**config.mk**
```make
export PLATFORM = sky130hd
export DESIGN_NAME = pc_sequencer
export DESIGN_NICKNAME = d
export VERILOG_FILES = /design/src/rtl/types_pkg.sv /design/src/rtl/return_stack.sv /design/src/rtl/pc_sequencer.sv
export SDC_FILE = /design/constraint.sdc
export NUM_CORES = 1
export LEC_CHECK = 0
export ABC_CLOCK_PERIOD_IN_PS = 4800
export BUFFER_PORTS_ARGS = -buffer_cell sky130_fd_sc_hd__buf_2
export CORE_MARGIN = 4
export CORE_UTILIZATION = 40
export CTS_CLUSTER_DIAMETER = 200
export CTS_CLUSTER_SIZE = 10
export DETAILED_ROUTE_END_ITERATION = 10
export SLEW_MARGIN = 20
export SYNTH_ARGS = -nofsm -noshare
export SYNTH_HDL_FRONTEND = slang
export SYNTH_SLANG_ARGS = --single-unit
export TNS_END_PERCENT = 100
```
**constraint.sdc**
```tcl
create_clock -name clk -period 4.8 [get_ports clk]
set_input_delay 0.72 -clock clk [delete_from_list [all_inputs] [get_ports clk]]
set_output_delay 0.72 -clock clk [all_outputs]
set_load 0.02 [all_outputs]
```
**src/rtl/types_pkg.sv**
```systemverilog
// Shared types and constants for the CHIP-8 program-counter sequencer.
// Latency: n/a (declarations only).
// Backpressure: n/a.
package types;

    typedef logic        [15:0] u16;
    typedef logic signed [15:0] i16;

    // Sticky stack fault code reported by the sequencer
    typedef enum logic [1:0] {
        NONE = 2'b00,
        OVF  = 2'b01,
        UNF  = 2'b10
    } pc_fault_e;

    // Fault FSM: RUN executes requests, HALT freezes the PC until reset
    typedef enum logic {
        RUN  = 1'b0,
        HALT = 1'b1
    } seq_state_e;

    // Low memory holds the font sprites followed by the legacy stack area;
    // programs start right after both.
    localparam int FONT_BYTES         = 80;
    localparam int LEGACY_STACK_BYTES = 32;
    localparam int DEFAULT_RESET_PC   = FONT_BYTES + LEGACY_STACK_BYTES;

endpackage

```
**src/rtl/return_stack.sv**
```systemverilog
// Return-address stack: register array with push/pop, combinational top, depth, full/empty.
// Latency: push/pop take effect at the next edge; top and depth are read combinationally.
// Backpressure: none; push when full overwrites the top entry, pop when empty is ignored.
module return_stack #(
    parameter int  STACK_DEPTH = 16,
    parameter int  PC_W        = 16,
    localparam int DEPTH_W     = $clog2(STACK_DEPTH + 1),
    localparam int IDX_W       = (STACK_DEPTH > 1) ? $clog2(STACK_DEPTH) : 1
) (
    input  logic               clk,
    input  logic               rst,
    input  logic               push_i,
    input  logic               pop_i,
    input  logic [PC_W-1:0]    push_dat_i,
    output logic [PC_W-1:0]    top_o,
    output logic [DEPTH_W-1:0] depth_o,
    output logic               full_o,
    output logic               empty_o
);

    logic [PC_W-1:0]    mem_q [STACK_DEPTH];
    logic [DEPTH_W-1:0] depth_q, depth_d;
    logic [IDX_W-1:0]   wr_idx, rd_idx;

    assign full_o  = (depth_q == DEPTH_W'(STACK_DEPTH));
    assign empty_o = (depth_q == '0);

    // A push on a full stack lands on the last slot instead of growing
    assign wr_idx  = full_o ? IDX_W'(STACK_DEPTH - 1) : IDX_W'(depth_q);
    assign rd_idx  = IDX_W'(depth_q - 1'b1);
    assign top_o   = mem_q[rd_idx];
    assign depth_o = depth_q;

    // Depth saturates at both ends
    always_comb begin
        depth_d = depth_q;
        if (push_i && !full_o) begin
            depth_d = depth_q + 1'b1;
        end else if (pop_i && !empty_o) begin
            depth_d = depth_q - 1'b1;
        end
    end

    // Depth register; entries themselves need no reset
    always_ff @(posedge clk) begin
        if (rst) begin
            depth_q <= '0;
        end else begin
            depth_q <= depth_d;
        end
    end

    // Entry storage
    always_ff @(posedge clk) begin
        if (push_i) begin
            mem_q[wr_idx] <= push_dat_i;
        end
    end

endmodule

```
**src/rtl/pc_sequencer.sv**
```systemverilog
// CHIP-8 program counter: advance, skip, branch, relative offset, call/return with stack.
// Latency: one cycle from sampled request to program_counter/stack_depth.
// Backpressure: stalled holds advance/skip only; PC_SEQ_STACK_FAULT_EN adds a sticky fault halt.
module pc_sequencer
    import types::*;
#(
    parameter int  PC_W        = 16,
    parameter int  RESET_PC    = DEFAULT_RESET_PC,
    parameter int  STACK_DEPTH = 16,
    parameter int  INSTR_BYTES = 2,
    localparam int DEPTH_W     = $clog2(STACK_DEPTH + 1)
) (
    input  logic               clk,
    input  logic               rst,
    input  logic               stalled,
    input  logic               branching,
    input  logic [PC_W-1:0]    branch,
    input  logic               offsetting,
    input  logic [PC_W-1:0]    offset,
    input  logic               calling,
    input  logic               returning,
    input  logic               skipping,
    output logic [PC_W-1:0]    program_counter,
    output logic [DEPTH_W-1:0] stack_depth,
    output logic               fault,
    output logic [1:0]         fault_code
);

    localparam logic [PC_W-1:0] INC    = PC_W'(INSTR_BYTES);
    localparam logic [PC_W-1:0] INC2   = PC_W'(2 * INSTR_BYTES);
    localparam logic [PC_W-1:0] RST_PC = PC_W'(RESET_PC);

    logic [PC_W-1:0] pc_q, pc_d;
    logic            halt, fault_hit;
    logic            do_branch, do_call, do_ret, do_off, do_skip, do_adv;
    logic            stk_push, stk_pop, stk_full, stk_empty;
    logic [PC_W-1:0] stk_top;

    // One-hot priority decode: only the winning request may act
    assign do_branch = !halt && branching;
    assign do_call   = !halt && !branching && calling;
    assign do_ret    = !halt && !branching && !calling && returning;
    assign do_off    = !halt && !branching && !calling && !returning && offsetting;
    assign do_skip   = !halt && !branching && !calling && !returning && !offsetting
                       && skipping && !stalled;
    assign do_adv    = !halt && !branching && !calling && !returning && !offsetting
                       && !skipping && !stalled;

`ifdef PC_SEQ_STACK_FAULT_EN
    seq_state_e state_q, state_d;
    pc_fault_e  code_q, code_d;
    logic       ovf, unf;

    assign halt      = (state_q == HALT);
    assign ovf       = do_call && stk_full;
    assign unf       = do_ret && stk_empty;
    assign fault_hit = ovf || unf;

    // Fault state register
    always_ff @(posedge clk) begin
        if (rst) begin
            state_q <= RUN;
            code_q  <= NONE;
        end else begin
            state_q <= state_d;
            code_q  <= code_d;
        end
    end

    // First stack fault latches its code and halts until reset
    always_comb begin
        state_d = state_q;
        code_d  = code_q;
        case (state_q)
            RUN: begin
                if (fault_hit) begin
                    state_d = HALT;
                    code_d  = ovf ? OVF : UNF;
                end
            end
            HALT: state_d = HALT;
        endcase
    end

    assign fault      = halt;
    assign fault_code = code_q;
`else
    logic unused_full;

    assign halt        = 1'b0;
    assign fault_hit   = 1'b0;
    assign fault       = 1'b0;
    assign fault_code  = NONE;
    assign unused_full = stk_full;
`endif

    // A faulting call/return leaves the stack untouched
    assign stk_push = do_call && !fault_hit;
    assign stk_pop  = do_ret && !fault_hit;

    return_stack #(
        .STACK_DEPTH (STACK_DEPTH),
        .PC_W        (PC_W)
    ) u_stack (
        .clk        (clk),
        .rst        (rst),
        .push_i     (stk_push),
        .pop_i      (stk_pop),
        .push_dat_i (pc_q + INC),
        .top_o      (stk_top),
        .depth_o    (stack_depth),
        .full_o     (stk_full),
        .empty_o    (stk_empty)
    );

    // Next-PC selection; all arithmetic wraps at PC_W bits
    always_comb begin
        pc_d = pc_q;
        if (fault_hit) begin
            pc_d = pc_q;
        end else if (do_branch || do_call) begin
            pc_d = branch;
        end else if (do_ret) begin
            pc_d = stk_empty ? RST_PC : stk_top;
        end else if (do_off) begin
            pc_d = pc_q + INC + offset;
        end else if (do_skip) begin
            pc_d = pc_q + INC2;
        end else if (do_adv) begin
            pc_d = pc_q + INC;
        end
    end

    // PC register
    always_ff @(posedge clk) begin
        if (rst) begin
            pc_q <= RST_PC;
        end else begin
            pc_q <= pc_d;
        end
    end

    assign program_counter = pc_q;

endmodule

```
# After elaboration in Yosys (flattened, before gate mapping)
# Memory sizes are Yosys's and may differ from the RTL's.
# Cells that the tools add are included.
[totals] wordCells=44 n_memories=1 ff_bits=21 ram_bits=256 output_inout_bits=24 in_bits=40
[memory_table] name="u_stack.mem_q" depth=16 width=16 read_ports=1 rd_ports_with_merged_regs=0 write_ports=1 line_no="return_stack.sv:21" source="logic [PC_W-1:0] mem_q [STACK_DEPTH];"
[classes] muxes=11 n_eq_ne=1 reduce_logical=24 add_sub_neg=5
[ops] cell="16-bit 2-to-1 mux" n=6
[ops] cell="16-bit adder" n=1
[ops] cell="16-bit by 2-bit adder with 16-bit output, second input constant" n=1
[ops] cell="16-bit by 3-bit adder with 16-bit output, second input constant" n=1
[ops] cell="1-bit logical AND" n=12
[ops] cell="5-bit 2-to-1 mux" n=2
[ops] cell="1-bit logical NOT" n=8
[ops] cell="5-bit by 1-bit adder with 5-bit output, second input constant" n=1
[ops] cell="5-bit equality test, second input constant" n=1
[ops] cell="5-bit logical NOT" n=1
[ops] cell="5-bit nonzero test" n=1
[ops] cell="5-bit by 1-bit subtractor with 5-bit output, second input constant" n=1
[ops] cell="4-bit 2-to-1 mux" n=1
[ops] cell="1-bit 2-to-1 mux" n=2
[ops] cell="2-bit nonzero test" n=1
[ops] cell="1-bit logical OR" n=1

# Logic depth before layout (Yosys ltp)
# Gate-level depths: netlist of run 1.
[depth] word_depth=11 depth_mapped=14 ltp_nobuf=14

# Hierarchy
# From an unflattened synthesis of run 1, not the netlist that was laid out.
[hier_totals] hier_cells=901 hier_area_um2=12565.8
[by_module_without_submodules] module="return_stack" area_each_um2=10386.2 n_inst=1 cells_per_inst=609
[by_module_without_submodules] module="pc_sequencer" area_each_um2=2179.6 n_inst=1 cells_per_inst=292

# Least setup slack after synthesis of run 1
# OpenSTA, ideal clock, no wires.
[synth_timing] kind="register to register" startpoint="reg pc_q[2], in the netlist program_counter[2]" endpoint="reg pc_q[12], in the netlist program_counter[12]" path_stages_with_launch=11 arrival_time_ps=3405 slack_ps=1258 period_less_slack_ps=3542 required_time_ps=4663 cell_sequence="dfxtp_1 > ha_1 > nand3_1 > xnor2_1 > ha_1 > and3_1 > a221oi_1 > nor3_1 > or4_1 > nand3_1 > a311oi_1"
[synth_between] word_cells_on_any_way=8 cone_classes="3 x add/sub; 5 x mux"
[synth_rtl] item="from (decl)" line_no="pc_sequencer.sv:33" source="logic [PC_W-1:0] pc_q, pc_d;"
[synth_rtl] item="from (signal assigned)" line_no="pc_sequencer.sv:139" source="pc_q <= pc_d;"
[synth_rtl] item="16-bit by 2-bit adder with 16-bit output"
[synth_rtl] item="via u_stack.push_dat_i[5]" line_no="return_stack.sv:14" source="input logic [PC_W-1:0] push_dat_i,"
[synth_rtl] item="16-bit adder" line_no="pc_sequencer.sv:126" source="pc_d = pc_q + INC + offset;"
[synth_rtl] item="16-bit 2-to-1 mux" line_no="pc_sequencer.sv:125" source="end else if (do_off) begin"
[synth_rtl] item="16-bit 2-to-1 mux" line_no="pc_sequencer.sv:123" source="end else if (do_ret) begin"
[synth_rtl] item="16-bit 2-to-1 mux" line_no="pc_sequencer.sv:121" source="end else if (do_branch || do_call) begin"
# The timed path passes the listed nets, and every way through them passes these cells. The select of a mux whose other input is x is not followed.
# A chain may end at the register's enable or synchronous reset.

# Worst setup path in the final report of run 1
[layout_timing] startpoint="reg pc_q[3], in the netlist program_counter[3]" endpoint="reg pc_q[15], in the netlist program_counter[15]"
# Same word-level chain as after synthesis.

==> results.py, run 1 <==
metrics = {
    "outcome": {
        "outcome": "finished, final reports clean",
    },
    "sta": {
        "post-route-min-period_ps": 3790,
        "min_period_over_period_pct": 79.0,
        "finalMaxSlewViolations": 0,
        "clock_skew_ps": 19.4,
        "least_setup_slack_across_all_paths_after_layout_ps": 1010,
        "slew_headroom_pct": 43.4,
        "setup_violations": 0,
        "clock.fmax_mhz": 264,
        "worst_slew_pin_slew_ps": 846,
        "fin_setup_tns_ps": 0,
        "hold_violations": 0,
        "grt_setup_unrepaired": "no",
    },
    "die": {
        "die_boundary_height_um": 185,
        "die_area_sq_um": 34100,
        "placeableCoreArea_sq_um": 30700,
        "placementRows": 64,
        "io_pins": 64,
        "floorplan.die.width_um": 185,
        "initial_core_util_pct": 40.7,
    },
    "clock_tree": {
        "clk_path_buf_depth": 3,
        "cts_made_buffers": 31,
        "cts_tree": "built",
        "cts_setup_buffers": 0,
        "worstSkewPairLatency_ps": 550,
        "clk_transition_reported_paths_ps": 60,
        "cts-root-buf": "sky130_fd_sc_hd__clkbuf_16",
        "cts_h_tree_lvls": 1,
        "number_of_buffers_inserted_by_hold_repair_at_cts": 0,
        "cts_resized": 0,
        "tritoncts_num_sinks": 277,
    },
    "yosys": {
        "synth_seq_area_share_pct": 65.0,
        "synthesis.instances": 797,
        "synthFlopType": "sky130_fd_sc_hd__edfxtp_1",
        "postSynth.asyncResetShare_pct": 0,
        "yosysWarningCount": 0,
        "number_of_synthesized_flops_with_an_enable_pin": 256,
        "ys_types": 65,
        "ys_ff_latch": 277,
        "synth.avg_cell_area_sq_um": 15.6,
        "synth_area_sq_um": 12500,
    },
    "cells_and_area": {
        "mostFrequentLayoutCells": "sky130_fd_sc_hd__edfxtp_1 (256), sky130_fd_sc_hd__mux4_2 (67), sky130_fd_sc_hd__nand2_1 (60), sky130_fd_sc_hd__buf_2 (60), sky130_fd_sc_hd__nor2_1 (44)",
        "drive_above_1_share_pct": 25.5,
        "layout_commonest_cell": "sky130_fd_sc_hd__edfxtp_1",
        "area_delta_synth_final_pct": 14.9,
        "insertedDiodeCount": 0,
        "design.final.nets": 947,
        "final_cell_area_sq_um": 14300,
    },
    "global_route": {
        "antenna_found_initial": 0,
        "grt_start_max_net_pins": 33,
        "via_count_of_the_first_global_routing_pass": 7349,
        "global_route_wire_length_before_repair_mm": 47.8,
        "groute.usage.overall_pct": 18.7,
        "globalRoute.totalOverflow": 0,
    },
    "power": {
        "power_per_cell_area_nw_per_um2": 385,
        "total_leakage_power_nw": 4.82,
        "power.net_switching_w": 0.00133,
        "vdd_drop_max_mv": 0.247,
        "power.switching_fraction_pct": 24.1,
        "internal_power_w": 0.00418,
        "pwr-share-clk_pct": 37.8,
        "power.combinational.fraction_pct": 12.6,
        "part_of_the_power_in_registers_pct": 49.6,
    },
    "place": {
        "dpl_cell_area_sq_um": 13400,
        "dp_slack_ps": 707,
        "portBuffers": 60,
        "detailedPlacementHpwl_mm": 19.8,
        "gp_routability_congestion": 0.910,
    },
    "critical_path": {
        "critPathCaptureType": "register",
        "critical_path.startpoint": "program_counter[3]$_SDFFE_PP0P_",
        "category_of_the_most_critical_setup_path": "reg2reg",
        "worst_ep_required_time_ps": 5220,
        "critical_path.max_fanout": 17,
        "worst_r2r_startpoint": "program_counter[3]$_SDFFE_PP0P_",
        "critPathArrivalTime_ps": 4210,
        "cp-start-kind": "register",
    },
    "detailed_routing": {
        "drc_errors": 0,
        "dr.pass1.iters": 6,
        "routed_wire_length_per_instance_um": 24.7,
        "postRouteWirelength_mm": 32.2,
        "drt_first_iter_violations": 623,
        "viasPerCell": 5.80,
        "antenna_left": 0,
        "detailroute.via_count": 7558,
    },
    "worst_hold_path": {
        "min_path_type": "in2reg",
        "worstHoldStart": "branch[5]",
    },
    "flow_run": {
        "count_of_maximum_capacitance_violations": 0,
    },
}
-- final timing paths --
check / depth (start not counted) / end / slack (ps)
setup / recovery: 14 / program_counter[15]$_SDFFE_PP0P_ / 1010
setup reg to reg: 14 / program_counter[15]$_SDFFE_PP0P_ / 1010
hold / removal: 3 / program_counter[5]$_SDFFE_PP1P_ / 430
hold reg to reg: 2 / u_stack.depth_o[4]$_SDFFE_PP0P_ / 560
-- through the flow --
| step | hold WS, ps | utilization (%) | power (W) | std cells |
|---|---|---|---|---|
| detailed placement | 549 | 43.8 | 0.00347 | 1245 |
| floorplan | 595 | - | 0.00324 | 799 |
| global placement | 545 | 43.8 | 0.00347 | 1245 |
| global route | 445 | 46.7 | 0.00572 | 1303 |
| CTS | 409 | 46.7 | 0.00556 | 1303 |
| finish | 430 | 46.7 | 0.00551 | 1303 |
-- power by group through the flow --
stage / clock network, W / logic [W] / registers, W
6_report: 0.00209 / 0.000694 / 0.00273
5_1_grt: 0.00223 / 0.000751 / 0.00273
4_1_cts: 0.00213 / 0.000694 / 0.00273
3_5_place_dp: 0 / 0.000690 / 0.00278
3_3_place_gp: 0 / 0.000691 / 0.00278
2_1_floorplan: 0 / 0.000469 / 0.00277
-- state kept, by name, summed over array words and instances, names as in the netlist --
signal	count
u_stack.mem_q	256
program_counter	16
u_stack.depth_o	5
-- cell type report --
| class | instances | area, sq um |
|---|---|---|
| Sequential cell | 277 | 8110 |
| Timing Repair Buffer | 97 | 591 |
| Tap cell | 396 | 495 |
| Clock buffer | 56 | 870 |
| Fill cell | 2645 | 16300 |
| Inverter | 7 | 26.3 |
| Multi-Input combinational cell | 468 | 4220 |
| Clock inverter | 2 | 13.8 |
-- logic make-up (layout without fill, tap and decap cells) --
| family | Yosys count | after routing | synth area share (%) |
|---|---|---|---|
| compound gates | 121 | 121 | 6.75 |
| xor+xnor | 35 | 35 | 2.46 |
| fa+ha+maj | 25 | 25 | 2.57 |
| buf+inv | 54 | 162 | 1.94 |
| flops | 277 | 277 | 65.0 |
| mux | 86 | 86 | 13.7 |
| other cells | 1 | 3 | 0.0301 |
| simple gates | 198 | 198 | 7.55 |
-- critical path, cell delays in order (launching register included) --
cell                       delay, ps
sky130_fd_sc_hd__dfxtp_1         450
sky130_fd_sc_hd__ha_1            280
sky130_fd_sc_hd__and4_1          250
sky130_fd_sc_hd__nand2_1          80
sky130_fd_sc_hd__nor2_1          170
sky130_fd_sc_hd__nand3_1         190
sky130_fd_sc_hd__nor2_1          210
sky130_fd_sc_hd__xor2_2          640
sky130_fd_sc_hd__ha_1            430
sky130_fd_sc_hd__a21oi_1         280
sky130_fd_sc_hd__nand2b_1        140
sky130_fd_sc_hd__and3_1          180
sky130_fd_sc_hd__nand4_1         120
sky130_fd_sc_hd__o221ai_2        160
sky130_fd_sc_hd__o22ai_1         100
-- layer usage --
metal / GRT usage, % / part of all wire, %
met5: 0 / 0
met4: 3.93 / 1.8
met2: 30.9 / 48
met3: 2.33 / 6.3
met1: 26.9 / 44
-- cells in the mapped netlist, types with 5 or more instances --
cell type | number | share of area (%)
sky130_fd_sc_hd__a211oi_1 | 5 | 0.30
sky130_fd_sc_hd__a21o_1 | 5 | 0.30
sky130_fd_sc_hd__a21oi_1 | 31 | 1.2
sky130_fd_sc_hd__a221oi_1 | 6 | 0.42
sky130_fd_sc_hd__a311oi_1 | 5 | 0.35
sky130_fd_sc_hd__a31oi_1 | 6 | 0.30
sky130_fd_sc_hd__and2_1 | 5 | 0.25
sky130_fd_sc_hd__and3_1 | 6 | 0.30
sky130_fd_sc_hd__buf_2 | 13 | 0.52
sky130_fd_sc_hd__clkbuf_1 | 26 | 0.78
sky130_fd_sc_hd__dfxtp_1 | 21 | 3.4
sky130_fd_sc_hd__edfxtp_1 | 256 | 62
sky130_fd_sc_hd__ha_1 | 24 | 2.4
sky130_fd_sc_hd__inv_1 | 7 | 0.21
sky130_fd_sc_hd__mux2i_1 | 17 | 1.4
sky130_fd_sc_hd__mux4_2 | 67 | 12
sky130_fd_sc_hd__nand2_1 | 60 | 1.8
sky130_fd_sc_hd__nand2b_1 | 8 | 0.40
sky130_fd_sc_hd__nand3_1 | 11 | 0.44
sky130_fd_sc_hd__nand4_1 | 9 | 0.45
sky130_fd_sc_hd__nor2_1 | 60 | 1.8
sky130_fd_sc_hd__nor3_1 | 15 | 0.60
sky130_fd_sc_hd__nor4_1 | 6 | 0.30
sky130_fd_sc_hd__o211ai_1 | 5 | 0.30
sky130_fd_sc_hd__o21ai_0 | 19 | 0.76
sky130_fd_sc_hd__o221ai_1 | 5 | 0.35
sky130_fd_sc_hd__o22ai_1 | 5 | 0.25
sky130_fd_sc_hd__xnor2_1 | 16 | 1.1
sky130_fd_sc_hd__xor2_1 | 19 | 1.3
No activity file was read; power rests on OpenSTA's default activity.
==> run 2, diff against run 1 <==
- ABC_CLOCK_PERIOD_IN_PS: 4800 -> 3800
- clock period: 4.8 -> 3.8 ns (I/O delays scaled with it)
==> run 2 against run 1 <==
Via count shrank 0.15%. Die area unchanged. Fmax is 15% higher. Design area is 0.81% higher. Sequential share of layout area shrank 0.46 points. Non-clock buffer count up 16. Register-to-register slack got worse by 510 ps. Critical path depth down 1. Critical path type unchanged. Core utilization up 0.38 points.
==> results.py, run 2 (synthesis gave the netlist of run 1 again) <==
metrics = {
    "detailed_routing": {
        "routed_wire_length_per_instance_um": 24.1,
        "detailroute.via_count": 7547,
        "viasPerCell": 5.72,
        "antenna_left": 0,
        "postRouteWirelength_mm": 31.8,
        "drc_errors": 0,
        "drt_first_iter_violations": 621,
        "dr.pass1.iters": 5,
    },
    "global_route": {
        "grt_start_max_net_pins": 72,
        "antenna_found_initial": 0,
        "global_route_wire_length_before_repair_mm": 48.2,
        "via_count_of_the_first_global_routing_pass": 7618,
        "globalRoute.totalOverflow": 0,
        "groute.usage.overall_pct": 18.8,
    },
    "power": {
        "vdd_drop_max_mv": 0.412,
        "total_leakage_power_nw": 4.89,
        "power_per_cell_area_nw_per_um2": 484,
        "p_total_w": 0.00699,
    },
    "clock_tree": {
        "clk_transition_reported_paths_ps": 70,
        "tritoncts_num_sinks": 277,
        "cts_tree": "built",
        "clk_path_buf_depth": 3,
        "worstSkewPairLatency_ps": 560,
        "number_of_buffers_inserted_by_hold_repair_at_cts": 0,
        "cts-root-buf": "sky130_fd_sc_hd__clkbuf_16",
        "cts_setup_buffers": 0,
        "cts_h_tree_lvls": 1,
        "cts_resized": 0,
        "cts_made_buffers": 31,
    },
    "die": {
        "placeableCoreArea_sq_um": 30700,
        "placementRows": 64,
        "floorplan.die.width_um": 185,
        "die_area_sq_um": 34100,
        "die_boundary_height_um": 185,
        "io_pins": 64,
        "initial_core_util_pct": 40.7,
    },
    "cells_and_area": {
        "layout_commonest_cell": "sky130_fd_sc_hd__edfxtp_1",
        "area_delta_synth_final_pct": 15.8,
        "max_flop_register": "u_stack.mem_q",
        "largest_register_ff_count": 256,
        "design.final.nets": 963,
        "insertedDiodeCount": 0,
        "drive_above_1_share_pct": 26.5,
        "nFillCells": 2680,
        "mostFrequentLayoutCells": "sky130_fd_sc_hd__edfxtp_1 (256), sky130_fd_sc_hd__mux4_2 (67), sky130_fd_sc_hd__nand2_1 (60), sky130_fd_sc_hd__buf_2 (60), sky130_fd_sc_hd__buf_4 (51)",
    },
    "worst_hold_path": {
        "worstHoldStart": "branch[5]",
        "min_path_type": "in2reg",
    },
    "place": {
        "portBuffers": 60,
        "detailedPlacementHpwl_mm": 20.1,
        "gp_routability_congestion": 0.883,
    },
    "sta": {
        "clock.fmax_mhz": 303,
        "clock_skew_ps": 20.6,
        "min_period_over_period_pct": 87.0,
        "worst_slew_pin_slew_ps": 666,
        "hold_violations": 0,
        "finalMaxSlewViolations": 0,
        "slew_headroom_pct": 55.6,
        "fin_setup_tns_ps": 0,
        "post-route-min-period_ps": 3310,
        "grt_setup_unrepaired": "no",
        "setup_violations": 0,
        "fin_worst_hold_slack_ps": 264,
    },
    "critical_path": {
        "worst_ep_required_time_ps": 4230,
        "category_of_the_most_critical_setup_path": "reg2reg",
        "critPathCaptureType": "register",
        "critPathArrivalTime_ps": 3730,
        "critical_path.startpoint": "program_counter[2]$_SDFFE_PP0P_",
        "cp-start-kind": "register",
        "worst_r2r_startpoint": "program_counter[2]$_SDFFE_PP0P_",
        "critical_path.max_fanout": 7,
    },
    "flow_run": {
        "count_of_maximum_capacitance_violations": 0,
    },
    "outcome": {
        "outcome": "finished, final reports clean",
    },
}
==> run 2: cell types whose count changed in the layout (fill, tap and decap cells not counted), sizes merged <==
| cell | before | now |
|---|---|---|
| buf | 97 | 113 |
==> run 2: final timing paths <==
check | cells past startpoint | slack (ps) | endpoint
setup / recovery | 13 | 490 | program_counter[15]$_SDFFE_PP0P_
setup reg to reg | 13 | 490 | program_counter[15]$_SDFFE_PP0P_
hold / removal | 3 | 260 | program_counter[5]$_SDFFE_PP1P_
hold reg to reg | 2 | 550 | u_stack.depth_o[4]$_SDFFE_PP0P_
==> run 2: cell type report <==
class	count	area, sq um	area share, %
Clock buffer	56	870	6.02
Clock inverter	2	13.8	0.0953
Inverter	7	26.3	0.182
Multi-Input combinational cell	468	4200	29.1
Sequential cell	277	8110	56.2
Tap cell	396	495	3.43
Timing Repair Buffer	113	723	5.01
==> run 2: report_power, final <==
part	internal [W]	switching [W]	leakage (nW)
clock network	0.00153	0.00111	0.420
logic	0.000378	0.000545	1.97
registers	0.00340	0.0000325	2.50
==> run 2: worst max-delay path, stage by stage (launching register included) <==
cell and delay [ps]:
sky130_fd_sc_hd__dfxtp_1 450, sky130_fd_sc_hd__ha_1 270, sky130_fd_sc_hd__and4_1 260, sky130_fd_sc_hd__nand2_1 80, sky130_fd_sc_hd__nor2_1 170, sky130_fd_sc_hd__nand3_1 170, sky130_fd_sc_hd__xnor2_1 190, sky130_fd_sc_hd__ha_1 430
sky130_fd_sc_hd__o21a_1 180, sky130_fd_sc_hd__o211ai_1 110, sky130_fd_sc_hd__a311o_1 350, sky130_fd_sc_hd__a311o_1 320, sky130_fd_sc_hd__mux2i_1 130, sky130_fd_sc_hd__o22ai_1 70
==> run 2: metrics by stage <==
stage	instances	area (sq um)	util, %	setup slack [ps]
4_1_cts	1319	14400	47.1	517
2_1_floorplan	799	12500	-	258
3_5_place_dp	1261	13600	44.2	532
5_1_grt	1319	14400	47.1	183
6_report	1319	14400	47.1	495
3_3_place_gp	1261	13600	44.2	585
==> run 2: per-layer routing <==
metal,part of all wire (%),routed length [um],track usage [%]
met1,42,13500,26.3
met2,48,15300,30.7
met3,7.0,2220,3.14
met4,2.7,844,5.29
met5,0,0,0
==> run 3, diff against run 2 <==
- GPL_TIMING_DRIVEN: not set -> 0
- RECOVER_POWER: not set -> 25
==> run 3 against run 2 <==
Sequential power about the same. Sequential share of layout area decreased by 1.2 points. Via count is 3.5% higher. Hold slack got worse by 9.4 ps. Setup slack worse by 290 ps. First-iteration DRC count grew 16%. Clock-buffer cell count fell by 15. Register-to-register slack got worse by 290 ps. Flip-flop and latch count did not move. Cell count decreased by 0.15%. Non-clock buffer count increased by 13. Global-route usage increased by 1.1 points. Critical path type unchanged. Critical endpoint is now program_counter[8]$_SDFFE_PP0P_. Largest cell class unchanged. Largest power group unchanged.
==> results.py, run 3 (synthesis gave the netlist of run 1 again) <==
metrics = {
    "outcome": {
        "outcome": "finished, final reports clean",
    },
    "sta": {
        "post-route-min-period_ps": 3590,
        "grt_setup_unrepaired": "no",
        "worst_slew_pin_slew_ps": 915,
        "clock.fmax_mhz": 278,
        "finalMaxSlewViolations": 0,
        "min_period_over_period_pct": 94.6,
        "hold_violations": 0,
        "slew_headroom_pct": 38.9,
        "setup_violations": 0,
        "clock_skew_ps": 12.5,
    },
    "cells_and_area": {
        "mostFrequentLayoutCells": "sky130_fd_sc_hd__edfxtp_1 (256), sky130_fd_sc_hd__mux4_2 (67), sky130_fd_sc_hd__nand2_1 (59)",
        "insertedDiodeCount": 0,
        "largest_register_ff_count": 256,
        "finalCoreUtilization_pct": 48.1,
        "layout_commonest_cell": "sky130_fd_sc_hd__edfxtp_1",
        "layout.cells.non_filler": 1317,
        "area_delta_synth_final_pct": 18.3,
        "max_flop_register": "u_stack.mem_q",
        "drive_above_1_share_pct": 26.2,
        "design.final.nets": 976,
    },
    "detailed_routing": {
        "antenna_left": 0,
        "dr.pass1.iters": 5,
        "drt_first_iter_violations": 723,
        "detailroute.via_count": 7813,
        "viasPerCell": 5.93,
        "postRouteWirelength_mm": 34.2,
        "routed_wire_length_per_instance_um": 26.0,
        "drc_errors": 0,
    },
    "worst_hold_path": {
        "min_path_type": "in2reg",
        "min_path_cells": 3,
        "worstHoldStart": "branch[4]",
        "hold_path_end": "program_counter[4]$_SDFFE_PP1P_",
    },
    "critical_path": {
        "worst_r2r_startpoint": "u_stack.depth_o[0]$_SDFFE_PP0P_",
        "cp-start-kind": "register",
        "crit-reg2reg-capture": "program_counter[8]$_SDFFE_PP0P_",
        "critical_path.max_fanout": 10,
        "worst_ep_required_time_ps": 4230,
        "rr_worst_depth": 12,
        "flop2flop_setup_slack_ps": 210,
        "category_of_the_most_critical_setup_path": "reg2reg",
        "critPathArrivalTime_ps": 4020,
        "critPathCaptureType": "register",
    },
    "place": {
        "gp_routability_congestion": 0.899,
        "dp_cells": 1261,
        "detailedPlacementHpwl_mm": 22.3,
        "portBuffers": 57,
    },
    "global_route": {
        "groute.usage.overall_pct": 19.9,
        "globalRoute.totalOverflow": 0,
        "grt_start_max_net_pins": 21,
        "global_route_wire_length_before_repair_mm": 49.9,
        "antenna_found_initial": 0,
        "via_count_of_the_first_global_routing_pass": 7620,
    },
    "power": {
        "power_per_cell_area_nw_per_um2": 477,
        "total_leakage_power_nw": 4.87,
        "vdd_drop_max_mv": 0.365,
    },
    "clock_tree": {
        "cts_tree": "built",
        "tritoncts_num_sinks": 277,
        "clk_transition_reported_paths_ps": 70,
        "number_of_buffers_inserted_by_hold_repair_at_cts": 0,
        "clk_path_buf_depth": 3,
        "cts_made_buffers": 31,
        "worstSkewPairLatency_ps": 570,
        "cts_h_tree_lvls": 1,
        "cts-root-buf": "sky130_fd_sc_hd__clkbuf_16",
    },
    "die": {
        "io_pins": 64,
        "initial_core_util_pct": 40.7,
        "floorplan.die.width_um": 185,
        "die_area_sq_um": 34100,
        "placementRows": 64,
        "placeableCoreArea_sq_um": 30700,
        "die_boundary_height_um": 185,
    },
    "flow_run": {
        "count_of_maximum_capacitance_violations": 0,
    },
}
==> run 3: what timing repair did <==
action                                  4_1_cts  5_1_grt
pin swaps                                     3        1
endpoints found under the setup margin       59       12
gates cloned                                  0        0
resized for setup                            33       17
buffers inserted                              7        7
==> run 3: worst max-delay path by stage <==
stage | start | endpoint | slack, ps | cells after the start
5_1_grt | program_counter[2]$_SDFFE_PP0P_ | program_counter[12]$_SDFFE_PP0P_ | 10 | 9
6_report | u_stack.depth_o[0]$_SDFFE_PP0P_ | program_counter[8]$_SDFFE_PP0P_ | 210 | 12
4_1_cts | u_stack.depth_o[0]$_SDFFE_PP0P_ | program_counter[10]$_SDFFE_PP0P_ | 2 | 12
3_3_place_gp | u_stack.depth_o[0]$_SDFFE_PP0P_ | program_counter[10]$_SDFFE_PP0P_ | -1310 | 12
2_1_floorplan | program_counter[2]$_SDFFE_PP0P_ | program_counter[12]$_SDFFE_PP0P_ | 260 | 10
3_5_place_dp | u_stack.depth_o[0]$_SDFFE_PP0P_ | program_counter[10]$_SDFFE_PP0P_ | -1080 | 12
==> run 3: final cells by class <==
type                            count  area, sq um
Sequential cell                   277         8110
Timing Repair Buffer               80          539
Clock inverter                      2         25.0
Inverter                            7         26.3
Tap cell                          396          495
Buffer                             46          246
Clock buffer                       41          813
Fill cell                        2642        15900
Multi-Input combinational cell    468         4490
==> run 3: critical path: stages, from the launching register on <==
cell	delay [ps]
sky130_fd_sc_hd__dfxtp_1	400
sky130_fd_sc_hd__clkbuf_4	280
sky130_fd_sc_hd__buf_6	230
sky130_fd_sc_hd__buf_6	200
sky130_fd_sc_hd__inv_1	110
sky130_fd_sc_hd__ha_2	470
sky130_fd_sc_hd__buf_4	250
sky130_fd_sc_hd__clkbuf_4	280
sky130_fd_sc_hd__mux4_2	340
sky130_fd_sc_hd__mux2i_1	210
sky130_fd_sc_hd__o221ai_1	250
sky130_fd_sc_hd__a221oi_1	310
sky130_fd_sc_hd__nor3_1	90
==> run 3: power by group <==
group          total (W)  internal (W)  switching [W]
combinational    0.00100      0.000393       0.000608
clock            0.00260       0.00147        0.00113
sequential       0.00344       0.00340      0.0000332
total            0.00703       0.00527        0.00177
==> run 3: metal layers <==
layer / routed length [um] / share of wire, % / track usage [%]
met3: 2350 / 6.9 / 2.74
met5: 0 / 0 / 0
met4: 1160 / 3.4 / 5.86
met2: 15600 / 45 / 31.1
met1: 15200 / 44 / 29.3
==> run 3: per-stage QoR <==
step | hold slack, ps | setup slack, ps | power, W | instance area, sq um | setup TNS (ps)
finish | 255 | 206 | 0.00703 | 14700 | 0
global route | 245 | 11.7 | 0.00728 | 14700 | 0
CTS | 241 | 2.49 | 0.00706 | 14700 | 0
detailed placement | 561 | -1080 | 0.00444 | 13700 | -15120
global placement | 559 | -1310 | 0.00441 | 13300 | -158630
floorplan | 595 | 258 | 0.00410 | 12500 | 0
